==> config.mk <==
export PLATFORM = sky130hd
export DESIGN_NAME = rv_ifu
export DESIGN_NICKNAME = d
export VERILOG_FILES = /design/src/rtl/rv_pkg.sv /design/src/rtl/rv_fetch_fifo.sv /design/src/rtl/rv_fetch_fifo_chk.sv /design/src/rtl/rv_ifu.sv
export SDC_FILE = /design/constraint.sdc
export NUM_CORES = 1
export LEC_CHECK = 0
export ABC_AREA = 1
export CAP_MARGIN = 15
export CORE_MARGIN = 3
export CORE_UTILIZATION = 52
export CTS_CLUSTER_SIZE = 24
export DETAILED_ROUTE_END_ITERATION = 6
export PLACE_DENSITY = 0.88
export RECOVER_POWER = 25
export SETUP_SLACK_MARGIN = 0.2
export SKIP_LAST_GASP = 1
export SLEW_MARGIN = 5
export SYNTH_ARGS = -nofsm -noshare
export SYNTH_HDL_FRONTEND = slang
export SYNTH_HIERARCHICAL = 1
export SYNTH_SLANG_ARGS = --single-unit
==> constraint.sdc <==
create_clock -name clk_i -period 7.3 [get_ports clk_i]
set_input_delay 1.46 -clock clk_i [delete_from_list [all_inputs] [get_ports clk_i]]
set_output_delay 1.46 -clock clk_i [all_outputs]
set_load 0.01 [all_outputs]
==> src/rtl/rv_pkg.sv <==
// Shared constants for the rv fetch front end: widths, reset PC and
// fetch FSM state encoding.
package rv_pkg;

  localparam int XLEN = 64;
  localparam int ILEN = 32;

  localparam logic [63:0] RESET_PC_DEFAULT = 64'h0000_0000_8000_0000;

  localparam logic ST_REQ  = 1'b0;
  localparam logic ST_WAIT = 1'b1;

endpackage

==> src/rtl/rv_fetch_fifo.sv <==
// DEPTH-entry FIFO holding {instr, pc} pairs; flush is synchronous and
// overrides push/pop.
module rv_fetch_fifo #(
  parameter int WIDTH = 96,
  parameter int DEPTH = 2
) (
  input  logic                       clk_i,
  input  logic                       rst_i,
  input  logic                       flush_i,
  input  logic                       push_i,
  input  logic [WIDTH-1:0]           data_i,
  input  logic                       pop_i,
  output logic [WIDTH-1:0]           data_o,
  output logic [$clog2(DEPTH):0]     count_o,
  output logic                       full_o,
  output logic                       empty_o
);

  localparam int AW = $clog2(DEPTH);
  localparam int CW = AW + 1;
  localparam logic [AW-1:0] PTR_ONE  = {{(AW-1){1'b0}}, 1'b1};
  localparam logic [CW-1:0] CNT_FULL = CW'(DEPTH);

  logic [WIDTH-1:0] mem_q [DEPTH];
  logic [WIDTH-1:0] mem_d [DEPTH];
  logic [AW-1:0]    wr_ptr_q, wr_ptr_d;
  logic [AW-1:0]    rd_ptr_q, rd_ptr_d;
  logic [CW-1:0]    count_q, count_d;

  always_comb begin
    mem_d    = mem_q;
    wr_ptr_d = wr_ptr_q;
    rd_ptr_d = rd_ptr_q;
    count_d  = count_q;
    if (flush_i) begin
      wr_ptr_d = {AW{1'b0}};
      rd_ptr_d = {AW{1'b0}};
      count_d  = {CW{1'b0}};
    end else begin
      if (push_i) begin
        mem_d[wr_ptr_q] = data_i;
        wr_ptr_d        = wr_ptr_q + PTR_ONE;
      end else begin
        wr_ptr_d = wr_ptr_q;
      end
      if (pop_i) begin
        rd_ptr_d = rd_ptr_q + PTR_ONE;
      end else begin
        rd_ptr_d = rd_ptr_q;
      end
      count_d = count_q + {{(CW-1){1'b0}}, push_i} - {{(CW-1){1'b0}}, pop_i};
    end
  end

  always_ff @(posedge clk_i or posedge rst_i) begin
    if (rst_i) begin
      for (int i = 0; i < DEPTH; i++) begin
        mem_q[i] <= {WIDTH{1'b0}};
      end
      wr_ptr_q <= {AW{1'b0}};
      rd_ptr_q <= {AW{1'b0}};
      count_q  <= {CW{1'b0}};
    end else begin
      mem_q    <= mem_d;
      wr_ptr_q <= wr_ptr_d;
      rd_ptr_q <= rd_ptr_d;
      count_q  <= count_d;
    end
  end

  assign data_o  = mem_q[rd_ptr_q];
  assign count_o = count_q;
  assign full_o  = (count_q == CNT_FULL);
  assign empty_o = (count_q == {CW{1'b0}});

endmodule

==> src/rtl/rv_fetch_fifo_chk.sv <==
// Protocol checker for the fetch queue: a push may never land in a full
// queue unless a pop or flush frees room in the same cycle.
module rv_fetch_fifo_chk (
  input logic clk_i,
  input logic rst_i,
  input logic push_i,
  input logic pop_i,
  input logic flush_i,
  input logic full_i
);

  a_no_overflow: assert property (@(posedge clk_i) disable iff (rst_i)
    !(push_i && full_i && !pop_i && !flush_i))
    else $error("rv_fetch_fifo: push into full queue");

endmodule

==> src/rtl/rv_ifu.sv <==
// Instruction fetch unit: PC, single-outstanding req/gnt/rvalid fetch FSM,
// redirect kill handling and a small instruction queue toward decode.
module rv_ifu
  import rv_pkg::*;
#(
  parameter int               XLEN     = rv_pkg::XLEN,
  parameter logic [XLEN-1:0]  RESET_PC = XLEN'(rv_pkg::RESET_PC_DEFAULT),
  parameter int               DEPTH    = 2
) (
  input  logic             clk_i,
  input  logic             rst_i,
  output logic             imem_req_o,
  output logic [XLEN-1:0]  imem_addr_o,
  input  logic             imem_gnt_i,
  input  logic             imem_rvalid_i,
  input  logic [31:0]      imem_rdata_i,
  input  logic             redirect_i,
  input  logic [XLEN-1:0]  redirect_pc_i,
  output logic             instr_valid_o,
  output logic [31:0]      instr_o,
  output logic [XLEN-1:0]  instr_pc_o,
  input  logic             instr_ready_i
);

  localparam int CW = $clog2(DEPTH) + 1;
  localparam int FW = ILEN + XLEN;
  localparam logic [CW-1:0]   CNT_DEPTH  = CW'(DEPTH);
  localparam logic [XLEN-1:0] PC_STEP    = {{(XLEN-3){1'b0}}, 3'b100};
  localparam logic [XLEN-1:0] ALIGN_MASK = {{(XLEN-2){1'b1}}, 2'b00};

  logic            state_q, state_d;
  logic [XLEN-1:0] pc_q, pc_d;
  logic [XLEN-1:0] fetch_pc_q, fetch_pc_d;
  logic            kill_q, kill_d;

  logic            req_s, push_s, pop_s, valid_s;
  logic [FW-1:0]   head_s;
  logic [CW-1:0]   count_s;
  logic            full_s, empty_s;

  // Space is reserved at request time, so a granted fetch always has a slot.
  assign req_s   = !rst_i && (state_q == ST_REQ) && (count_s < CNT_DEPTH) && !redirect_i;
  assign valid_s = !empty_s && !redirect_i;
  assign pop_s   = valid_s && instr_ready_i;
  assign push_s  = (state_q == ST_WAIT) && imem_rvalid_i && !kill_q && !redirect_i;

  always_comb begin
    state_d    = state_q;
    pc_d       = pc_q;
    fetch_pc_d = fetch_pc_q;
    kill_d     = kill_q;
    if (redirect_i) begin
      pc_d = redirect_pc_i & ALIGN_MASK;
      if (state_q == ST_WAIT) begin
        // A same-cycle response is simply dropped; otherwise remember to drop it.
        if (imem_rvalid_i) begin
          state_d = ST_REQ;
          kill_d  = 1'b0;
        end else begin
          kill_d  = 1'b1;
        end
      end else begin
        state_d = ST_REQ;
      end
    end else begin
      case (state_q)
        ST_REQ: begin
          if (req_s && imem_gnt_i) begin
            fetch_pc_d = pc_q;
            pc_d       = pc_q + PC_STEP;
            state_d    = ST_WAIT;
          end else begin
            state_d    = ST_REQ;
          end
        end
        ST_WAIT: begin
          if (imem_rvalid_i) begin
            kill_d  = 1'b0;
            state_d = ST_REQ;
          end else begin
            state_d = ST_WAIT;
          end
        end
        default: state_d = ST_REQ;
      endcase
    end
  end

  always_ff @(posedge clk_i or posedge rst_i) begin
    if (rst_i) begin
      state_q    <= ST_REQ;
      pc_q       <= RESET_PC;
      fetch_pc_q <= {XLEN{1'b0}};
      kill_q     <= 1'b0;
    end else begin
      state_q    <= state_d;
      pc_q       <= pc_d;
      fetch_pc_q <= fetch_pc_d;
      kill_q     <= kill_d;
    end
  end

  rv_fetch_fifo #(
    .WIDTH (FW),
    .DEPTH (DEPTH)
  ) u_fifo (
    .clk_i   (clk_i),
    .rst_i   (rst_i),
    .flush_i (redirect_i),
    .push_i  (push_s),
    .data_i  ({imem_rdata_i, fetch_pc_q}),
    .pop_i   (pop_s),
    .data_o  (head_s),
    .count_o (count_s),
    .full_o  (full_s),
    .empty_o (empty_s)
  );

  rv_fetch_fifo_chk u_fifo_chk (
    .clk_i   (clk_i),
    .rst_i   (rst_i),
    .push_i  (push_s),
    .pop_i   (pop_s),
    .flush_i (redirect_i),
    .full_i  (full_s)
  );

  assign imem_req_o    = req_s;
  assign imem_addr_o   = pc_q;
  assign instr_valid_o = valid_s;
  assign instr_o       = head_s[FW-1:XLEN];
  assign instr_pc_o    = head_s[XLEN-1:0];

endmodule

==> Word level (Yosys, flattened, before mapping) <==
Cells that the tools add are included.
{ "classes": {"muxes": 23, "n_reduce_logical": 23, "bitwise_logic": 4, "n_eq_ne": 1, "n_addsub": 5, "order_cmp": 4} }
{ "ops": {"columns": ["cell", "count"], "rows": [
  ["$mux W96", 4],
  ["$bwmux W192", 1],
  ["$mux W64", 3],
  ["$demux W96 S1", 1],
  ["$add A64 B3 Y64 const B", 1],
  ["$mux W1", 12],
  ["$logic_and A1 B1 Y1", 10],
  ["$reduce_bool A2 Y1", 4],
  ["$reduce_and A2 Y1", 3],
  ["$ge A2 B2 Y1 const B", 2],
  ["$logic_not A1 Y1", 4],
  ["$not A1 Y2", 2],
  ["$reduce_and A3 Y1", 1],
  ["$add A1 B1 Y1 const B", 2],
  ["$add A2 B1 Y2", 1],
  ["$logic_not A2 Y1", 1],
  ["$lt A2 B1 Y1 const B", 1],
  ["$lt A2 B2 Y1 const B", 1],
  ["$mux W2", 1],
  ["$ne A2 B2 Y1 const B", 1],
  ["$not A1 Y1", 2],
  ["$pmux W1 S2", 1],
  ["$sub A2 B1 Y2", 1]
]} }
{ "word_totals": {"ff_bits": 326, "elab_cells": 69, "output_inout_bits": 162} }

==> Longest topological paths before layout <==
Gate-level depths: netlist (run 1).
{ "depth": {"ltp_word": 8, "ltp_mapped": 9} }

==> By module <==
Netlist (run 1), hierarchy kept.
{ "by_module_without_submodules": {"columns": ["mod", "seq_area_each_um2", "instances", "area_per_inst_um2", "cells_each"], "rows": [
  ["rv_fetch_fifo", 4904.7, 1, 8951.1, 850],
  ["rv_ifu", 3154.3, 1, 7285.7, 1046]
]} }

==> Worst setup path before layout (run 1) <==
Ideal clock, no wire load.
{ "synth_path": {"path_type": "input to output", "startpoint": "in redirect_i", "endpoint": "out instr_valid_o", "setup_slack_ps": 3835, "t_required_ps": 5840, "path_stages": 3, "arrival_time_ps": 2005, "path_buffers": 2, "cell_sequence": "buf_2 buf_1 nor2_1"} }
{ "synth_via": {"elab_chain_len": 2} }
{ "synth_lines": {"columns": ["element", "line", "source"], "rows": [
  ["start: declaration", "rv_ifu.sv:17", "input logic redirect_i,"],
  ["$logic_not A1 Y1", "rv_ifu.sv:43", "assign valid_s = !empty_s && !redirect_i;"],
  ["$logic_and A1 B1 Y1", "rv_ifu.sv:43", null],
  ["end: declaration", "rv_ifu.sv:19", "output logic instr_valid_o,"]
]} }
No other way between the ends.

==> run summary, run 1 <==
hold buffers post-CTS: 0
fin crit share: 0.658
first-pass GRT wire length: 72500 µm
Net Sw Frac: 0.295
Worst Hold Depth: 2
Cells after Synth: 1895
Hold Crit Class: reg2reg
worst setup margin: 2.50 ns
area growth from synthesis to layout: 23.1%
Crit. End Element: asynchronous set/reset pin
final WL: 45500 µm
Reg power frac: 0.421
Worst Path Class, Setup: in2async
final core occ: 0.651
max-cap check violation count: 2
Die Y: 183 µm
worst slew margin relative to its limit: -1.53
IO Port Bufs: 259
Slew @ Worst Pin: 3.78 ns
DP HPWL: 31500 µm
ratio of cells with drive above 1 in the final layout: 0.124
Finish-stage setup viols: 0
vias in the first global route: 13800
Peak VDD IR: 0.134 mV
Worst-Skew Late Latency: 0.52 ns
maximum clock insertion buffer count: 3
Crit-path slowest cell: clkinvlp_2
clk slew on worst S/H paths: 0.06 ns
hold_ws: 0.478 ns
worst setup path start: rst_i
pin count of the biggest net entering global routing: 113
RSZ-0062 raised after global routing: false
R2R depth: 7
clock sink total: 322
RR Startpoint: state_q$_DFF_PP0_
maximum clock frequency: 208 MHz
die area: 33400 µm²
number of antenna repair diodes: 0
vias per cell: 5.52
reg2reg setup slack: 4.33 ns
htree depth: 2
Net count, final: 2220
setup repair bufs after CTS: 0
power per cell area: 278 nW/µm²
GPL Wtd Cong: 1.02
Worst R2R End: u_fifo/mem_q[95]$_DFFE_PP0P_
DRC: 0
CTS Buf Count: 35
post-layout min period: 4.80 ns
family with the most delay on the worst path: buffers and inverters
WL per Instance: 17.9 µm
clk root buf: clkbuf_16
combinational fraction of design power: 0.258
critical path cell sequence: dlygate4sd3_1, clkinvlp_2, clkbuf_2
setup TNS: 0 ns
failing checks: capacitance limit, slew limit
Die W: 183 µm
Initial Utilization: 0.529
Critical Path RT: 7.71 ns
I/O Pins: 264
Synthesis Warnings: 6
switching power: 0.00164 W
Setup crit end: u_fifo/mem_q[43]$_DFFE_PP0P_
Core Area: 30700 µm²
CTS tree: yes
status: finished, violations left
Setup crit start kind: input port
Cells after DPL: 2473
via count: 14000
Initial DRC Count: 1439
Total Routing Usage GR: 0.269
Site Rows: 64
Crit path largest cell delay: 1.89 ns
Buf/Inv on CP: 3
worst slack, placed: 2.34 ns
CP max FO: 77
post_cts resized: 0
Layout fillers: 2274
Int Power: 0.00391 W
Clock Power Share: 0.321
mapped cell area: 16200 µm²
Leak: 9.21 nW
Final ANT Viol Nets: 0
syn avg cell area: 8.57 µm²
Crit. path cell count: 3
GRT overflow: 0
clock skew: 0.0232 ns
Layout Cells excl Fill: 2538
DRT Pass-1 Iters: 6
Final Hold Fails: 0
crit path DAT: 5.21 ns
initial antenna violation count: 1
Slew Limit Fails: 159
==> state kept, by name, indices dropped and copies added, names as in the netlist <==
register,count
u_fifo/mem_q,192
u_fifo/rd_ptr_q,1
u_fifo/wr_ptr_q,1
u_fifo/count_o,2
kill_q,1
state_q,1
fetch_pc_q,62
imem_addr_o,62
==> worst min-delay path by stage <==
stage,slack (ns),end,start
after global routing,0.49,u_fifo/mem_q[73]$_DFFE_PP0P_,u_fifo/mem_q[73]$_DFFE_PP0P_
after detailed placement,0.46,u_fifo/mem_q[31]$_DFFE_PP0P_,u_fifo/mem_q[31]$_DFFE_PP0P_
after global placement,0.46,u_fifo/mem_q[95]$_DFFE_PP0P_,u_fifo/mem_q[95]$_DFFE_PP0P_
final,0.48,u_fifo/mem_q[56]$_DFFE_PP0P_,u_fifo/mem_q[56]$_DFFE_PP0P_
after CTS,0.48,u_fifo/mem_q[23]$_DFFE_PP0P_,u_fifo/mem_q[23]$_DFFE_PP0P_
after floorplan,0.45,u_fifo/mem_q[47]$_DFFE_PP0P_,u_fifo/mem_q[47]$_DFFE_PP0P_
==> area by class of cell <==
| cell class | count | area [µm²] | share of cell area |
|---|---|---|---|
| clock buffer | 56 | 1070 | 0.0534 |
| clock inverter | 8 | 110 | 0.00551 |
| inverter | 222 | 836 | 0.0418 |
| multi-input combinational | 1263 | 6740 | 0.337 |
| sequential | 322 | 8060 | 0.404 |
| tap | 396 | 495 | 0.0248 |
| timing repair buffer | 271 | 2670 | 0.134 |
==> tightest hold or removal path, cell delays in order, from the launching register on <==
cell and delay, ns:
dfrtp_1 0.34, nand2_1 0.05, o21ai_0 0.06
==> layer usage <==
metal | up-vias | track usage | wire length, µm
met2 | 750 | 0.425 | 20900
met5 | - | 0 | 13
met3 | 127 | 0.0570 | 4120
met4 | 2 | 0.111 | 1900
li1 | 6522 | - | -
met1 | 6600 | 0.363 | 18600
==> power groups by stage <==
| stage | registers (W) | logic (W) | clock network [W] |
|---|---|---|---|
| 2_1_floorplan | 0.00229 | 0.000745 | 0 |
| 3_3_place_gp | 0.00233 | 0.00137 | 0 |
| 3_5_place_dp | 0.00235 | 0.00142 | 0 |
| 4_1_cts | 0.00233 | 0.00144 | 0.00181 |
| 5_1_grt | 0.00237 | 0.00156 | 0.00188 |
| 6_report | 0.00234 | 0.00143 | 0.00178 |
==> cells in the final DEF, fill, tap and decap left out, types with 3 or more instances in the layout <==
cell type,n
a21oi_1,4
buf_4,10
clkbuf_1,12
clkbuf_16,36
clkbuf_8,9
clkdlybuf4s50_1,257
conb_1,4
dfrtp_1,320
ha_1,3
inv_1,218
mux2_2,78
mux2_4,18
nand2_1,490
nand2_2,10
nand3_1,62
nand3b_1,24
nand4_1,12
nor2_1,178
nor2_2,3
nor2_4,5
o211ai_1,12
o21a_1,4
o21ai_0,113
o21ai_1,136
o21ai_2,76
o21bai_1,9
xor2_1,9
==> per-stage QoR <==
step                power [W]  area (µm²)
floorplan             0.00303       16200
global placement      0.00370       18800
detailed placement    0.00377       18800
CTS                   0.00558       20000
global route          0.00581       20000
finish                0.00555       20000
(Power assumes the default switching activity.)
==> inputs of run 2 (changes only) <==
==> constraint.sdc (replaced) <==
create_clock -name clk_i -period 4.8 [get_ports clk_i]
set_input_delay 0.96 -clock clk_i [delete_from_list [all_inputs] [get_ports clk_i]]
set_output_delay 0.96 -clock clk_i [all_outputs]
set_load 0.01 [all_outputs]
==> run 2 against run 1 <==
Compared with the run above: the flow still finishes with violations (capacitance limit, slew limit); non-clock buffer count up 3; cell count is essentially flat; global-route usage up 0.16 points; critical path depth stayed put; via count increased by 0.11%; critical path type is now reg2out; largest cell class unchanged; flip-flop and latch count unchanged; sequential share of layout area fell by 0.24 points; hold slack lost 0.00079 ns; sequential power up 51%.
==> run summary, run 2 (synthesis results as in run 1) <==
Finish-stage setup viols: 0 (unchanged)
DP HPWL: 31600 µm (+0.31%)
Core Area: 30700 µm² (unchanged)
Slew Limit Fails: 83 (-48%)
Net count, final: 2223 (+0.14%)
max FFs per register: 192 (unchanged)
status: finished, violations left
GRT overflow: 0 (unchanged)
clock skew: 0.0255 ns (+0.00229 ns)
htree depth: 2 (unchanged)
crit path DAT: 2.68 ns (-2.53 ns)
WL per Instance: 18.1 µm (+0.94%)
initial antenna violation count: 1 (unchanged)
Worst Path Class, Setup: reg2out
CP max FO: 73 (-5.2%)
final WL: 46000 µm (+0.98%)
Worst-Skew Late Latency: 0.52 ns (about the same)
Crit. End Element: primary output
Largest Register: u_fifo/mem_q
first-pass GRT wire length: 72700 µm (+0.29%)
Layout Cells excl Fill: 2539 (+0.039%)
fin crit share: 0.757
reg2reg setup slack: 2.51 ns (-1.82 ns)
commonest non-fill, non-tap cell in the layout: nand2_1
Setup crit start kind: flop
maximum clock frequency: 275 MHz
Design Power: 0.00850 W (+53%)
Die W: 183 µm (unchanged)
clk slew on worst S/H paths: 0.06 ns (about the same)
I/O Pins: 264 (unchanged)
via count: 14000 (+0.11%)
Total Routing Usage GR: 0.271 (+0.00160)
number of antenna repair diodes: 0 (unchanged)
ratio of cells with drive above 1 in the final layout: 0.129 (+0.00461)
DRC: 0 (unchanged)
setup TNS: 0 ns (unchanged)
power per cell area: 423 nW/µm² (+52%)
Hold Crit Class: reg2reg
Final ANT Viol Nets: 0 (unchanged)
post_cts resized: 0 (unchanged)
CTS tree: yes
Cells after DPL: 2477 (+0.16%)
worst slack, placed: 1.43 ns (-0.913 ns)
Initial Utilization: 0.529 (unchanged)
worst setup margin: 1.16 ns (-1.33 ns)
Leak: 9.28 nW (+0.76%)
die area: 33400 µm² (unchanged)
final core occ: 0.655 (+0.00396)
DRT Pass-1 Iters: 6 (unchanged)
Die Y: 183 µm (unchanged)
area growth from synthesis to layout: 23.8%
post-layout min period: 3.64 ns
pin count of the biggest net entering global routing: 193 (+71%)
IO Port Bufs: 259 (unchanged)
vias per cell: 5.52 (about the same)
GPL Wtd Cong: 0.963 (-5.3%)
Site Rows: 64 (unchanged)
most frequent cells in the layout: nand2_1 (490), dfrtp_1 (320), clkdlybuf4s50_1 (257)
CTS Buf Count: 35 (unchanged)
Peak VDD IR: 0.261 mV (+95%)
failing checks: capacitance limit, slew limit
Final Hold Fails: 0 (unchanged)
max-cap check violation count: 2 (unchanged)
RSZ-0062 raised after global routing: false
hold buffers post-CTS: 0 (unchanged)
setup repair bufs after CTS: 0 (unchanged)
vias in the first global route: 13800 (-0.065%)
Critical Path RT: 3.84 ns (-3.87 ns)
worst slew margin relative to its limit: -0.531 (+1.00)
clock sink total: 322 (unchanged)
maximum clock insertion buffer count: 3 (unchanged)
Slew @ Worst Pin: 2.28 ns (-1.49 ns)
Initial DRC Count: 1367 (-5.0%)
clk root buf: clkbuf_16
## run 2: through the flow
step	cell area (µm²)	hold slack, ns
after floorplan	16200	0.448
after global placement	18900	0.458
after detailed placement	18900	0.462
after CTS	20100	0.480
after global routing	20100	0.497
final	20100	0.477
## run 2: final timing paths
kind / depth (start not counted) / to / start
worst max-delay path: 3 / instr_pc_o[24] / u_fifo/rd_ptr_q$_DFFE_PP0P_
worst min-delay path: 2 / u_fifo/mem_q[29]$_DFFE_PP0P_ / u_fifo/mem_q[29]$_DFFE_PP0P_
worst max register to register: 7 / u_fifo/mem_q[151]$_DFFE_PP0P_ / state_q$_DFF_PP0_
worst min register to register: 2 / u_fifo/mem_q[29]$_DFFE_PP0P_ / u_fifo/mem_q[29]$_DFFE_PP0P_
max in group asynchronous: 3 / u_fifo/mem_q[75]$_DFFE_PP0P_ / rst_i
min in group asynchronous: 2 / u_fifo/count_o[0]$_DFF_PP0_ / rst_i
## run 2: where the power goes
| part | internal [W] | switching, W | leakage, nW | total [W] |
|---|---|---|---|---|
| clock | 0.00166 | 0.00111 | 0.592 | 0.00276 |
| sequential | 0.00319 | 0.000348 | 4.20 | 0.00354 |
| combinational | 0.00113 | 0.00107 | 4.48 | 0.00219 |
## run 2: area by class of cell
type	instances	area [µm²]
fillers	2306	10600
flip-flops and latches	322	8060
multi-input cells	1263	6740
repair buffers	274	2770
clock buffers	48	1060
inverters	222	836
well taps	396	495
clock inverters	14	140
## run 2: layer usage
metal | up-vias | global-route usage | part of all wire
li1 | 6511 | - | -
met1 | 6726 | 0.380 | 0.42
met2 | 672 | 0.425 | 0.46
met3 | 106 | 0.0450 | 0.085
met4 | 2 | 0.101 | 0.037
met5 | - | 0 | 0.00028
## run 2: worst max-delay path, cell delays in order (launching register included)
cell,delay [ns]
dfrtp_4,0.66
buf_12,0.43
mux2_2,0.40
clkdlybuf4s50_1,0.58
==> inputs of run 3 (changes only) <==
==> constraint.sdc (replaced) <==
create_clock -name clk_i -period 3.65 [get_ports clk_i]
set_input_delay 0.73 -clock clk_i [delete_from_list [all_inputs] [get_ports clk_i]]
set_output_delay 0.73 -clock clk_i [all_outputs]
set_load 0.01 [all_outputs]
==> run 3 against run 2 <==
Compared with the run above: the run still ends with capacitance limit, slew limit left; non-clock buffer count increased by 10; die area unchanged; clock skew decreased by 0.0099 ns; sequential power is 32% higher; hold slack improved by 0.0013 ns; clock power increased by 31%; worst setup slack lost 0.77 ns; sequential share of layout area decreased by 0.17 points; critical path type unchanged; utilization rose by 0.28 points.
==> run summary, run 3 (synthesis results as in run 1) <==
status: finished, violations left
failing checks: capacitance limit, slew limit
Layout fillers: 2337 (+1.3%)
Crit. End Element: primary output
worst slack, placed: 0.642 ns (-0.786 ns)
post-layout min period: 3.25 ns
Initial Utilization: 0.529 (unchanged)
clk slew on worst S/H paths: 0.06 ns (about the same)
Die W: 183 µm (unchanged)
HP Start: u_fifo/mem_q[28]$_DFFE_PP0P_
Total Routing Usage GR: 0.277 (+0.00591)
Slew @ Worst Pin: 1.65 ns (-0.635 ns)
CTS Buf Count: 35 (unchanged)
Peak VDD IR: 0.345 mV (+32%)
initial antenna violation count: 1 (unchanged)
worst setup path start: u_fifo/rd_ptr_q$_DFFE_PP0P_
clock skew: 0.0156 ns (-0.00992 ns)
Largest Register: u_fifo/mem_q
Worst R2R End: imem_addr_o[10]$_DFFE_PP0P_
maximum clock frequency: 307 MHz
setup TNS: 0 ns (unchanged)
pin count of the biggest net entering global routing: 179 (-7.3%)
DRC: 0 (unchanged)
Worst Path Class, Setup: reg2out
Slew Limit Fails: 34 (-59%)
Design Area, Final: 20200 µm² (+0.42%)
max FFs per register: 192 (unchanged)
combinational fraction of design power: 0.259 (about the same)
Core Area: 30700 µm² (unchanged)
Leak: 9.32 nW (+0.48%)
Clock Power Share: 0.323 (-0.002)
reg2reg setup slack: 1.41 ns (-1.10 ns)
Reg power frac: 0.418 (+0.002)
dpl cell area: 19100 µm² (+0.73%)
register area: 8060 µm² (unchanged)
first-pass GRT wire length: 74000 µm (+1.7%)
CTS tree: yes
WL per Instance: 18.4 µm (+1.6%)
GRT overflow: 0 (unchanged)
final WL: 46800 µm (+1.9%)
via count: 14100 (+0.46%)
Final ANT Viol Nets: 0 (unchanged)
switching power: 0.00332 W (+32%)
max-cap check violation count: 1 (-1)
ratio of cells with drive above 1 in the final layout: 0.129 (+0.000451)
die area: 33400 µm² (unchanged)
Critical Path RT: 2.92 ns (-0.92 ns)
Net Sw Frac: 0.297 (about the same)
IO Port Bufs: 259 (unchanged)
CP max FO: 34 (-53%)
DP HPWL: 32800 µm (+3.7%)
Site Rows: 64 (unchanged)
crit path DAT: 2.52 ns (-0.16 ns)
fin crit share: 0.891
Net count, final: 2233 (+0.45%)
commonest non-fill, non-tap cell in the layout: nand2_1
R2R depth: 7 (unchanged)
Int Power: 0.00787 W (+32%)
I/O Pins: 264 (unchanged)
setup repair bufs after CTS: 0 (unchanged)
clk root buf: clkbuf_16
worst setup margin: 0.396 ns (-0.768 ns)
Worst-Skew Late Latency: 0.51 ns (about the same)
Initial DRC Count: 1283 (-6.1%)
Finish-stage setup viols: 0 (unchanged)
clock sink total: 322 (unchanged)
RR Startpoint: u_fifo/count_o[1]$_DFF_PP0_
vias per cell: 5.53 (+0.15%)
maximum clock insertion buffer count: 3 (unchanged)
post_cts resized: 0 (unchanged)
Hold Crit Class: reg2reg
Setup crit start kind: flop
Worst Hold End: u_fifo/mem_q[28]$_DFFE_PP0P_
most frequent cells in the layout: nand2_1 (490), dfrtp_1 (320), clkdlybuf4s50_1 (257)
RSZ-0062 raised after global routing: false
power per cell area: 555 nW/µm² (+31%)
DRT Pass-1 Iters: 6 (unchanged)
Worst Hold Depth: 2 (unchanged)
GPL Wtd Cong: 1.02 (+6.0%)
worst slew margin relative to its limit: -0.106 (+0.426)
number of antenna repair diodes: 0 (unchanged)
Die Y: 183 µm (unchanged)
vias in the first global route: 13800 (+0.26%)
Final Hold Fails: 0 (unchanged)
hold buffers post-CTS: 0 (unchanged)
area of the multi-input gates: 6730 µm² (-0.19%)
area growth from synthesis to layout: 24.3%
htree depth: 2 (unchanged)
run 3: cell count changes in the layout (fill, tap and decap cells not counted), moves of 3 or more:
cell / previous run / this run
clkbuf_8: 9 / 6
clkbuf_1: 3 / 8
buf_4: 8 / 11
clkinv_2: 6 / 3
buf_12: 6 / 10
run 3: how the worst max path moves through the flow:
stage	endpoint	slack [ns]	cells past startpoint
after detailed placement	imem_addr_o[10]$_DFFE_PP0P_	0.64	8
final	instr_pc_o[56]	0.40	3
after global routing	instr_o[24]	0.32	3
after global placement	imem_addr_o[9]$_DFFE_PP0P_	0.68	8
after floorplan	u_fifo/count_o[0]$_DFF_PP0_	0.39	1
after CTS	instr_o[24]	0.38	3
run 3: worst max-delay path, stage by stage, from the launching register on:
cell,delay (ns)
dfrtp_4,0.77
buf_12,0.29
mux2_2,0.37
clkdlybuf4s50_1,0.56
run 3: power groups by stage:
stage / clock [W] / combinational, W / sequential (W)
global placement: 0 / 0.00276 / 0.00466
detailed placement: 0 / 0.00286 / 0.00470
floorplan: 0 / 0.00149 / 0.00458
global route: 0.00380 / 0.00315 / 0.00474
finish: 0.00362 / 0.00290 / 0.00468
CTS: 0.00366 / 0.00291 / 0.00466
run 3: routing by layer:
layer / track usage / vias to the layer above / wire (µm)
li1: - / 6535 / -
met1: 0.383 / 6827 / 19700
met2: 0.444 / 616 / 21700
met3: 0.0474 / 102 / 3800
met4: 0.0957 / 2 / 1610
met5: 0 / - / 12
run 3: per-stage QoR:
stage / instances / power [W] / hold WS [ns] / util
floorplan: 1898 / 0.00607 / 0.448 / -
global placement: 2487 / 0.00742 / 0.458 / 0.622
detailed placement: 2487 / 0.00756 / 0.464 / 0.622
CTS: 2547 / 0.0112 / 0.479 / 0.660
global route: 2547 / 0.0117 / 0.495 / 0.658
finish: 2547 / 0.0112 / 0.478 / 0.658
run 3: layout make-up:
cell class,instances,share of cell area
Clock inverter,11,0.00731
Timing Repair Buffer,284,0.143
Multi-Input combinational cell,1263,0.333
Sequential cell,322,0.399
Inverter,222,0.0414
Clock buffer,49,0.0511
Tap cell,396,0.0245
